===== config.mk =====
export PLATFORM = sky130hd
export DESIGN_NAME = operand_loader
export DESIGN_NICKNAME = d
export VERILOG_FILES = /design/src/rtl/operand_loader_pkg.sv /design/src/rtl/operand_loader_timeout.sv /design/src/rtl/operand_loader.sv
export SDC_FILE = /design/constraint.sdc
export NUM_CORES = 1
export LEC_CHECK = 0
export CORE_MARGIN = 4
export CORE_UTILIZATION = 39
export CTS_CLUSTER_SIZE = 10
export DETAILED_ROUTE_END_ITERATION = 10
export HOLD_SLACK_MARGIN = 0.12
export PLACE_DENSITY_LB_ADDON = 0.2
export SLEW_MARGIN = 15
export SYNTH_ARGS = -nofsm -noshare
export SYNTH_HDL_FRONTEND = slang
export SYNTH_SLANG_ARGS = --single-unit

===== constraint.sdc =====
create_clock -name clk -period 2.22 [get_ports clk]
set_input_delay 0.222 -clock clk [delete_from_list [all_inputs] [get_ports clk]]
set_output_delay 0.222 -clock clk [all_outputs]
set_load 0.1 [all_outputs]

===== src/rtl/operand_loader_pkg.sv =====
// operand_loader_pkg: shared types and constants for the serial operand loader.
// OPERAND_LOADER_PARITY_EN adds the LOAD_P state to the FSM encoding.
package operand_loader_pkg;

    localparam int OP_BITS = 4;   // width of each operand
    localparam int TMO_W   = 8;   // width of the idle/timeout counter

    typedef enum logic [2:0] {
        IDLE   = 3'd0,
        LOAD_A = 3'd1,
        LOAD_B = 3'd2,
        HOLD   = 3'd3
`ifdef OPERAND_LOADER_PARITY_EN
        , LOAD_P = 3'd4
`endif
    } state_t;

endpackage


===== src/rtl/operand_loader_timeout.sv =====
// operand_loader_timeout: saturating count of consecutive idle load cycles.
// expired is combinational so the FSM can abort on the cycle the limit is hit.
module operand_loader_timeout
    import operand_loader_pkg::*;
#(
    parameter int TIMEOUT_CYCLES = 255
) (
    input  logic clk,
    input  logic rst_n,
    input  logic clear,
    input  logic tick,
    output logic expired
);

    localparam logic [TMO_W-1:0] LIMIT   = TMO_W'(TIMEOUT_CYCLES - 1);
    localparam logic [TMO_W-1:0] CNT_MAX = '1;

    logic [TMO_W-1:0] cnt;

    // Idle-cycle counter: cleared on any accepted bit or outside a load, sticks at max
    always_ff @(posedge clk or negedge rst_n) begin
        if (!rst_n) begin
            cnt <= '0;
        end else if (clear) begin
            cnt <= '0;
        end else if (tick && (cnt != CNT_MAX)) begin
            cnt <= cnt + 1'b1;
        end
    end

    // This idle cycle is the TIMEOUT_CYCLES-th consecutive one
    assign expired = tick && !clear && (cnt >= LIMIT);

endmodule


===== src/rtl/operand_loader.sv =====
// operand_loader: shifts an A/B operand pair in MSB-first over a 1-bit serial link
// and commits both to the comparator inputs at once.
// Optional: define OPERAND_LOADER_PARITY_EN for a trailing even-parity bit and parity_err.
module operand_loader
    import operand_loader_pkg::*;
#(
    parameter int TIMEOUT_CYCLES = 255
) (
    input  logic clk,
    input  logic rst_n,
    input  logic start,
    input  logic ser_in,
    input  logic ser_valid,
    output logic a0,
    output logic a1,
    output logic a2,
    output logic a3,
    output logic b0,
    output logic b1,
    output logic b2,
    output logic b3,
    output logic op_valid,
    output logic busy,
    output logic timeout_err
`ifdef OPERAND_LOADER_PARITY_EN
    ,
    output logic parity_err
`endif
);

    localparam int               CNT_W    = $clog2(OP_BITS);
    localparam logic [CNT_W-1:0] LAST_BIT = CNT_W'(OP_BITS - 1);

    state_t               state, state_nxt;
    logic [CNT_W-1:0]     bit_cnt, bit_cnt_nxt;
    logic [OP_BITS-1:0]   sh_a, sh_a_nxt, sh_b, sh_b_nxt;
    logic [OP_BITS-1:0]   op_a, op_a_nxt, op_b, op_b_nxt;
    logic [OP_BITS-1:0]   sh_a_shift, sh_b_shift;
    logic                 op_valid_nxt, timeout_err_nxt;
    logic                 loading, expired;
`ifdef OPERAND_LOADER_PARITY_EN
    logic                 parity_err_nxt;
`endif

    assign sh_a_shift = {sh_a[OP_BITS-2:0], ser_in};
    assign sh_b_shift = {sh_b[OP_BITS-2:0], ser_in};

    // Load-state decode drives both busy and the idle counter
    always_comb begin
        loading = (state == LOAD_A) || (state == LOAD_B);
`ifdef OPERAND_LOADER_PARITY_EN
        if (state == LOAD_P) loading = 1'b1;
`endif
    end

    assign busy = loading;

    operand_loader_timeout #(
        .TIMEOUT_CYCLES(TIMEOUT_CYCLES)
    ) u_timeout (
        .clk    (clk),
        .rst_n  (rst_n),
        .clear  (!loading || ser_valid),
        .tick   (loading && !ser_valid),
        .expired(expired)
    );

    // FSM state register
    always_ff @(posedge clk or negedge rst_n) begin
        if (!rst_n) state <= IDLE;
        else        state <= state_nxt;
    end

    // Next state and datapath updates; a timeout overrides whatever the state did
    always_comb begin
        state_nxt       = state;
        bit_cnt_nxt     = bit_cnt;
        sh_a_nxt        = sh_a;
        sh_b_nxt        = sh_b;
        op_a_nxt        = op_a;
        op_b_nxt        = op_b;
        op_valid_nxt    = 1'b0;
        timeout_err_nxt = 1'b0;
`ifdef OPERAND_LOADER_PARITY_EN
        parity_err_nxt  = 1'b0;
`endif
        unique case (state)
            IDLE, HOLD: begin
                // ser_valid in the start cycle is deliberately not consumed
                if (start) begin
                    state_nxt   = LOAD_A;
                    bit_cnt_nxt = '0;
                    sh_a_nxt    = '0;
                    sh_b_nxt    = '0;
                end
            end
            LOAD_A: begin
                if (ser_valid) begin
                    sh_a_nxt    = sh_a_shift;
                    bit_cnt_nxt = bit_cnt + 1'b1;
                    if (bit_cnt == LAST_BIT) state_nxt = LOAD_B;
                end
            end
            LOAD_B: begin
                if (ser_valid) begin
                    sh_b_nxt    = sh_b_shift;
                    bit_cnt_nxt = bit_cnt + 1'b1;
                    if (bit_cnt == LAST_BIT) begin
`ifdef OPERAND_LOADER_PARITY_EN
                        state_nxt    = LOAD_P;
`else
                        state_nxt    = HOLD;
                        op_a_nxt     = sh_a;
                        op_b_nxt     = sh_b_shift;
                        op_valid_nxt = 1'b1;
`endif
                    end
                end
            end
`ifdef OPERAND_LOADER_PARITY_EN
            LOAD_P: begin
                if (ser_valid) begin
                    if (ser_in == ^{sh_a, sh_b}) begin
                        state_nxt    = HOLD;
                        op_a_nxt     = sh_a;
                        op_b_nxt     = sh_b;
                        op_valid_nxt = 1'b1;
                    end else begin
                        state_nxt      = IDLE;
                        sh_a_nxt       = '0;
                        sh_b_nxt       = '0;
                        parity_err_nxt = 1'b1;
                    end
                end
            end
`endif
            default: state_nxt = IDLE;
        endcase

        if (expired) begin
            state_nxt       = IDLE;
            sh_a_nxt        = '0;
            sh_b_nxt        = '0;
            timeout_err_nxt = 1'b1;
        end
    end

    // Datapath and pulse registers
    always_ff @(posedge clk or negedge rst_n) begin
        if (!rst_n) begin
            bit_cnt     <= '0;
            sh_a        <= '0;
            sh_b        <= '0;
            op_a        <= '0;
            op_b        <= '0;
            op_valid    <= 1'b0;
            timeout_err <= 1'b0;
`ifdef OPERAND_LOADER_PARITY_EN
            parity_err  <= 1'b0;
`endif
        end else begin
            bit_cnt     <= bit_cnt_nxt;
            sh_a        <= sh_a_nxt;
            sh_b        <= sh_b_nxt;
            op_a        <= op_a_nxt;
            op_b        <= op_b_nxt;
            op_valid    <= op_valid_nxt;
            timeout_err <= timeout_err_nxt;
`ifdef OPERAND_LOADER_PARITY_EN
            parity_err  <= parity_err_nxt;
`endif
        end
    end

    assign {a3, a2, a1, a0} = op_a;
    assign {b3, b2, b1, b0} = op_b;

endmodule


======== Yosys cells after proc, flatten, opt, wreduce, memory -nomap -nowiden ========
Cells that the tools add are included.
operators by class
  add/subtract/negate cells ............... 2
  magnitude comparators ................... 1
  equality and inequality tests ........... 12
  muxes and demuxes ....................... 23
  reduce and logical (&&, ||, !) cells .... 21
operator list
  cell                                                             count
  3-bit two-way mux                                                8
  8-bit two-way mux                                                2
  4-bit two-way mux                                                3
  3-bit AND reduction                                              4
  3-bit != test, second input constant                             3
  3-bit case mux with 3 select lines                               1
  8-bit by 1-bit adder with 8-bit output, second input constant    1
  8-bit >= comparator, second input constant                       1
  8-bit != test, second input constant                             1
  4-bit case mux with 2 select lines                               1
  3-bit by 2-bit == test with 1-bit output, second input constant  2
  3-bit by 2-bit != test with 1-bit output, second input constant  2
  3-bit case mux with 2 select lines                               1
  3-bit nonzero test                                               2
  5-bit AND reduction                                              1
  1-bit logical AND                                                4
  1-bit two-way mux                                                4
  2-bit two-way mux                                                2
  2-bit case mux with 2 select lines                               1
  2-bit nonzero test                                               2
  2-bit OR reduction                                               2
  3-bit by 1-bit == test with 1-bit output, second input constant  1
  1-bit zero test                                                  3
  3-bit zero test                                                  1
  5 further kinds                                                  6
storage, ports and cells
  register bits ........................... 30
  input bits .............................. 5
  output and inout bits ................... 11
  word-level logic and storage cells ...... 68

======== Longest topological paths before layout ========
  depth in word-level cells ............... 9
  depth in mapped cells ................... 7
  depth with buffers taken out ............ 5

======== By module ========
From an unflattened synthesis, not the netlist that was laid out.
second synthesis, totals
  cells, all modules ...................... 146
  area total of the unflattened synthesis .. 1514.0 µm²
modules (own cells, without submodules)
  module                  times used  cells each  area each (µm²)  seq. area each (µm²)
  operand_loader          1           93          1008.5           525.5
  operand_loader_timeout  1           53          505.5            200.2

======== Worst setup path after synthesis ========
No wires, ideal clock.
  path kind ............................... reg-to-output
  start ................................... register state[0]
  end ..................................... output port busy
  arrival time ............................ 1.490 ns
  required time ........................... 1.998 ns
  slack ................................... 0.508 ns
  cell stages (with the launch flop) ...... 5
  buffers on the path ..................... 1
  cells stage by stage .................... dfrtp_1 > inv_1 > ha_1 > clkbuf_1 > inv_1
on the way
  longest elaborated chain between the ends .. 2
  elaborated cells between the ends (all ways) .. 3
  classes of those cells .................. eq/ne (2); reduce/logical (1)
RTL lines
  what                                                                                                  RTL line              source
  start: declaration                                                                                    operand_loader.sv:34  state_t state, state_nxt;
  start signal: assignment                                                                              operand_loader.sv:71  else state <= state_nxt;
  3-bit by 1-bit == test with 1-bit output or 3-bit by 2-bit == test with 1-bit output (tied branches)  operand_loader.sv:50  loading = (state == LOAD_A) || (state == LOAD_B);
  1-bit logical OR (*)                                                                                  operand_loader.sv:50
  end: declaration                                                                                      operand_loader.sv:23  output logic busy,
Mark *: on every way between the ends. The rest lies on a longest branch, timed or not.

======== Worst setup path in the final report ========
  start ................................... register state[0]
  end ..................................... register sh_b[2]
on the way
  longest elaborated chain between the ends .. 9
  elaborated cells between the ends (all ways) .. 18
  classes of those cells .................. eq/ne (5); mux (2); reduce/logical (11)
RTL lines
  what                                                                                                  RTL line                      source
  3-bit by 1-bit == test with 1-bit output or 3-bit by 2-bit == test with 1-bit output (tied branches)  operand_loader.sv:50
  1-bit logical OR (*)                                                                                  operand_loader.sv:50
  1-bit zero test                                                                                       operand_loader.sv:63          .clear (!loading || ser_valid),
  1-bit logical OR                                                                                      operand_loader.sv:63
  1-bit zero test                                                                                       operand_loader_timeout.sv:32  assign expired = tick && !clear && (cnt >= LIMIT);
  1-bit logical AND (*) (2 in a row)                                                                    operand_loader_timeout.sv:32
  named net expired                                                                                     operand_loader.sv:40          logic loading, expired;
  3-bit != test (no source line) or 3-bit nonzero test (tied branches)                                  --
  3-bit AND reduction (no source line)                                                                  --
  end signal: assignment                                                                                operand_loader.sv:164         sh_b <= sh_b_nxt;
  end: declaration                                                                                      operand_loader.sv:36          logic [OP_BITS-1:0] sh_a, sh_a_nxt, sh_b, sh_b_nxt;
Mark *: on every way through the listed nets, which the timed path passes. The rest lies on a longest branch.
A chain may end at the register's enable or synchronous reset.

==> out/results.ini <==
[sta]
worst_pin_slew_ns=0.592
fmax_mhz=509
max_slew_margin_pct=60.5
setup_ws_ns=0.257
rsz0062_at_grt=no
min_period_over_period_pct=88.4
hold_viol=0
final.setup.tns_ns=0
slew_viol_final=0
fin_skew_ns=0.00448
finalCriticalPeriod_ns=1.96
setup-violations-final=0

[power]
p_leak_nw=0.871
p_per_area_mw_per_mm2=1110
p_int_mw=1.13
ir_worst_vdd_uv=970
switchingPower_uw=794
pwr-share-clk_pct=20.7
seqPwrFrac_pct=36.4
pwr-share-comb_pct=42.9
swShare_pct=41.3

[synth]
avgSynthCellArea_um2=10.9
synth_seq_cells=29
netlist_area_mm2=0.00143
ys_seq_area_share_pct=50.7
synth_warnings=0
synth_fp_nets=142
synthDistinctLibCells=28
synth_cells=131

[hold_path]
hp-class=in2async

[placement]
globalplace.congestion=0.922
dp.cells=193
place_ws_ns=0.253
port_buffers=15
hpwlAfterDp_um=1970

[critical_path]
arrival_ns=2.09
cp_max_fo=10
startpoint_type=flop
cp.required_ns=2.35
cp_slowest_cell=nor4_4
path_cells=inv_1 > ha_1 > or2_1 > nor4_4 > o21ai_0
crit_type=reg2reg
end_kind=flop
max_stage_delay_ns=0.50

[routing]
drt-initial-drc-count=55
wl_per_cell_um=13.2
drt-total-wl_um=2660
via_per_inst=5.33
drc=0
dr.pass1.iters=4
drtAntennaViolNets=0
vias=1072

[floorplan]
chipWidth_um=68.6
initial_core_util_pct=41.6
die_height_um=68.6
core_area_mm2=0.00344
rows=21
io_pins=16
die-area_mm2=0.00471

[finish]
antennaDiodeCount=0
nFillCells=321
fin_cells=201
final_nets=165
layout-drive-gt1-share_pct=21.9
area_growth_pct=20.7

[global_routing]
grt.total_usage_pct=13.7
grt_pass1_vias=1078
grt_antenna_before_repair=0
grt_max_degree=30
grt_pass1_wl_um=4670
grt_overflow=0

[cts]
cts_tree=built
cts_resized=0
path_clk_slew_ns=0.06
htreeDepth=2
cts_setup_buffers=0
clock_sinks=29
clock_latency_ns=0.27
cts_root_buffer=clkbuf_8
holdBufCountCts=0
cts_buffers=5
clk_path_buf_depth=2

[run]
drv_cap=0

[outcome]
outcome=complete, no violations

routing by layer:
layer  routed length (um)  vias up  GRT usage (%)
li1                     -      523              -
met5                    0        -              0
met1                 1200      515           15.6
met4                   53        0           6.20
met3                  129        7           5.02
met2                 1280       27           22.6
placed cells by master, fill, tap and decap left out, drive strengths merged:
cell / Yosys / final
nand2: 10 / 10
o22ai: 2 / 2
o2bb2ai: 1 / 1
nand3: 3 / 3
nand4: 2 / 2
ha: 6 / 6
clkdlybuf4s50: 0 / 4
and4: 1 / 1
o41ai: 1 / 1
nand2b: 1 / 1
and3: 10 / 10
nor4: 1 / 1
dfrtp: 29 / 29
clkbuf: 3 / 6
xnor2: 2 / 2
clkinv: 0 / 2
o311ai: 1 / 1
o311a: 1 / 1
buf: 1 / 16
or3: 1 / 1
mux2: 8 / 8
mux2i: 11 / 11
or2: 1 / 1
nor2: 1 / 1
nor3: 7 / 7
inv: 8 / 8
a21oi: 5 / 5
a31oi: 3 / 3
a211oi: 1 / 1
o21ai: 10 / 10
worst max-delay path: cells and delay by family (launching register included):
kind / cells / cell delay, ns
and+or+nand+nor: 2 / 0.84
DFF: 1 / 0.38
adders and majority gates: 1 / 0.37
AOI/OAI and AO/OA: 1 / 0.18
buffers and inverters: 1 / 0.06
cells in the mapped netlist (all sizes together):
cell / instances / area (um^2)
inv: 8 / 30.0
mux2i: 11 / 110
o2bb2ai: 1 / 8.76
o22ai: 2 / 12.5
and3: 10 / 62.6
o311ai: 1 / 8.76
and4: 1 / 10.0
nand4: 2 / 12.5
nor4: 1 / 21.3
nand2: 10 / 37.5
xnor2: 2 / 17.5
buf: 1 / 5.00
mux2: 8 / 90.1
o41ai: 1 / 8.76
o21ai: 10 / 50.1
dfrtp: 29 / 726
a21oi: 5 / 25.0
a211oi: 1 / 7.51
o311a: 1 / 11.3
a31oi: 3 / 18.8
ha: 6 / 75.1
nor2: 1 / 3.75
clkbuf: 3 / 11.3
nand3: 3 / 15.0
nor3: 7 / 35.0
or2: 1 / 6.26
or3: 1 / 6.26
nand2b: 1 / 6.26
cell families after synthesis:
| kind of cell | after synthesis | synth area share (%) |
|---|---|---|
| flip-flops | 29 | 50.7 |
| buffers and inverters | 12 | 3.23 |
| multiplexers | 19 | 14.0 |
| XOR/XNOR | 2 | 1.22 |
| adder cells (fa/ha/maj) | 6 | 5.24 |
| AND/OR/NAND/NOR | 38 | 15.1 |
| AO/OA/AOI/OAI | 25 | 10.6 |
sequential cells by signal, summed over array words and instances (netlist names):
| register | flops |
|---|---|
| sh_a | 4 |
| op_b | 4 |
| u_timeout.cnt | 8 |
| timeout_err | 1 |
| op_a | 4 |
| op_valid | 1 |
| bit_cnt | 2 |
| sh_b | 3 |
| state | 2 |
path summary, 6_finish.rpt:
path	start	endpoint	slack (ns)	cells past startpoint
max	state[0]$_DFFE_PN0P_	sh_b[2]$_DFFE_PN0P_	0.26	5
min	rst_n	op_valid$_DFF_PN0_	0.33	2
max reg2reg	state[0]$_DFFE_PN0P_	sh_b[2]$_DFFE_PN0P_	0.26	5
min reg2reg	op_a[3]$_DFFE_PN0P_	op_a[3]$_DFFE_PN0P_	0.50	1
max in group asynchronous	rst_n	state[0]$_DFFE_PN0P_	1.62	2
min in group clk	op_a[3]$_DFFE_PN0P_	op_a[3]$_DFFE_PN0P_	0.50	1
layout make-up:
class / instances / area [um^2] / area share (%)
sequential: 29 / 726 / 42.0
multi-input combinational: 90 / 661 / 38.2
tap: 46 / 57.6 / 3.33
inverter: 8 / 30.0 / 1.74
timing repair buffer: 20 / 173 / 9.99
clock buffer: 6 / 72.6 / 4.20
clock inverter: 2 / 10.0 / 0.579
stage by stage:
step | utilization, % | instance area, um^2 | hold WS (ns) | power [mW]
2_1_floorplan | - | 1430 | -0.0736 | 1.29
3_3_place_gp | 47.8 | 1650 | 0.488 | 1.52
3_5_place_dp | 47.8 | 1650 | 0.495 | 1.54
4_1_cts | 50.2 | 1730 | 0.350 | 1.94
5_1_grt | 50.2 | 1730 | 0.361 | 2.05
6_report | 50.2 | 1730 | 0.331 | 1.92
power groups by stage:
stage / Combinational (mW) / Clock, mW / Sequential, mW
global placement: 0.812 / 0 / 0.703
CTS: 0.830 / 0.412 / 0.700
global route: 0.898 / 0.440 / 0.716
detailed placement: 0.828 / 0 / 0.709
floorplan: 0.479 / 0 / 0.807
finish: 0.823 / 0.397 / 0.699
Note: power is estimated with default switching activity, not from simulation.
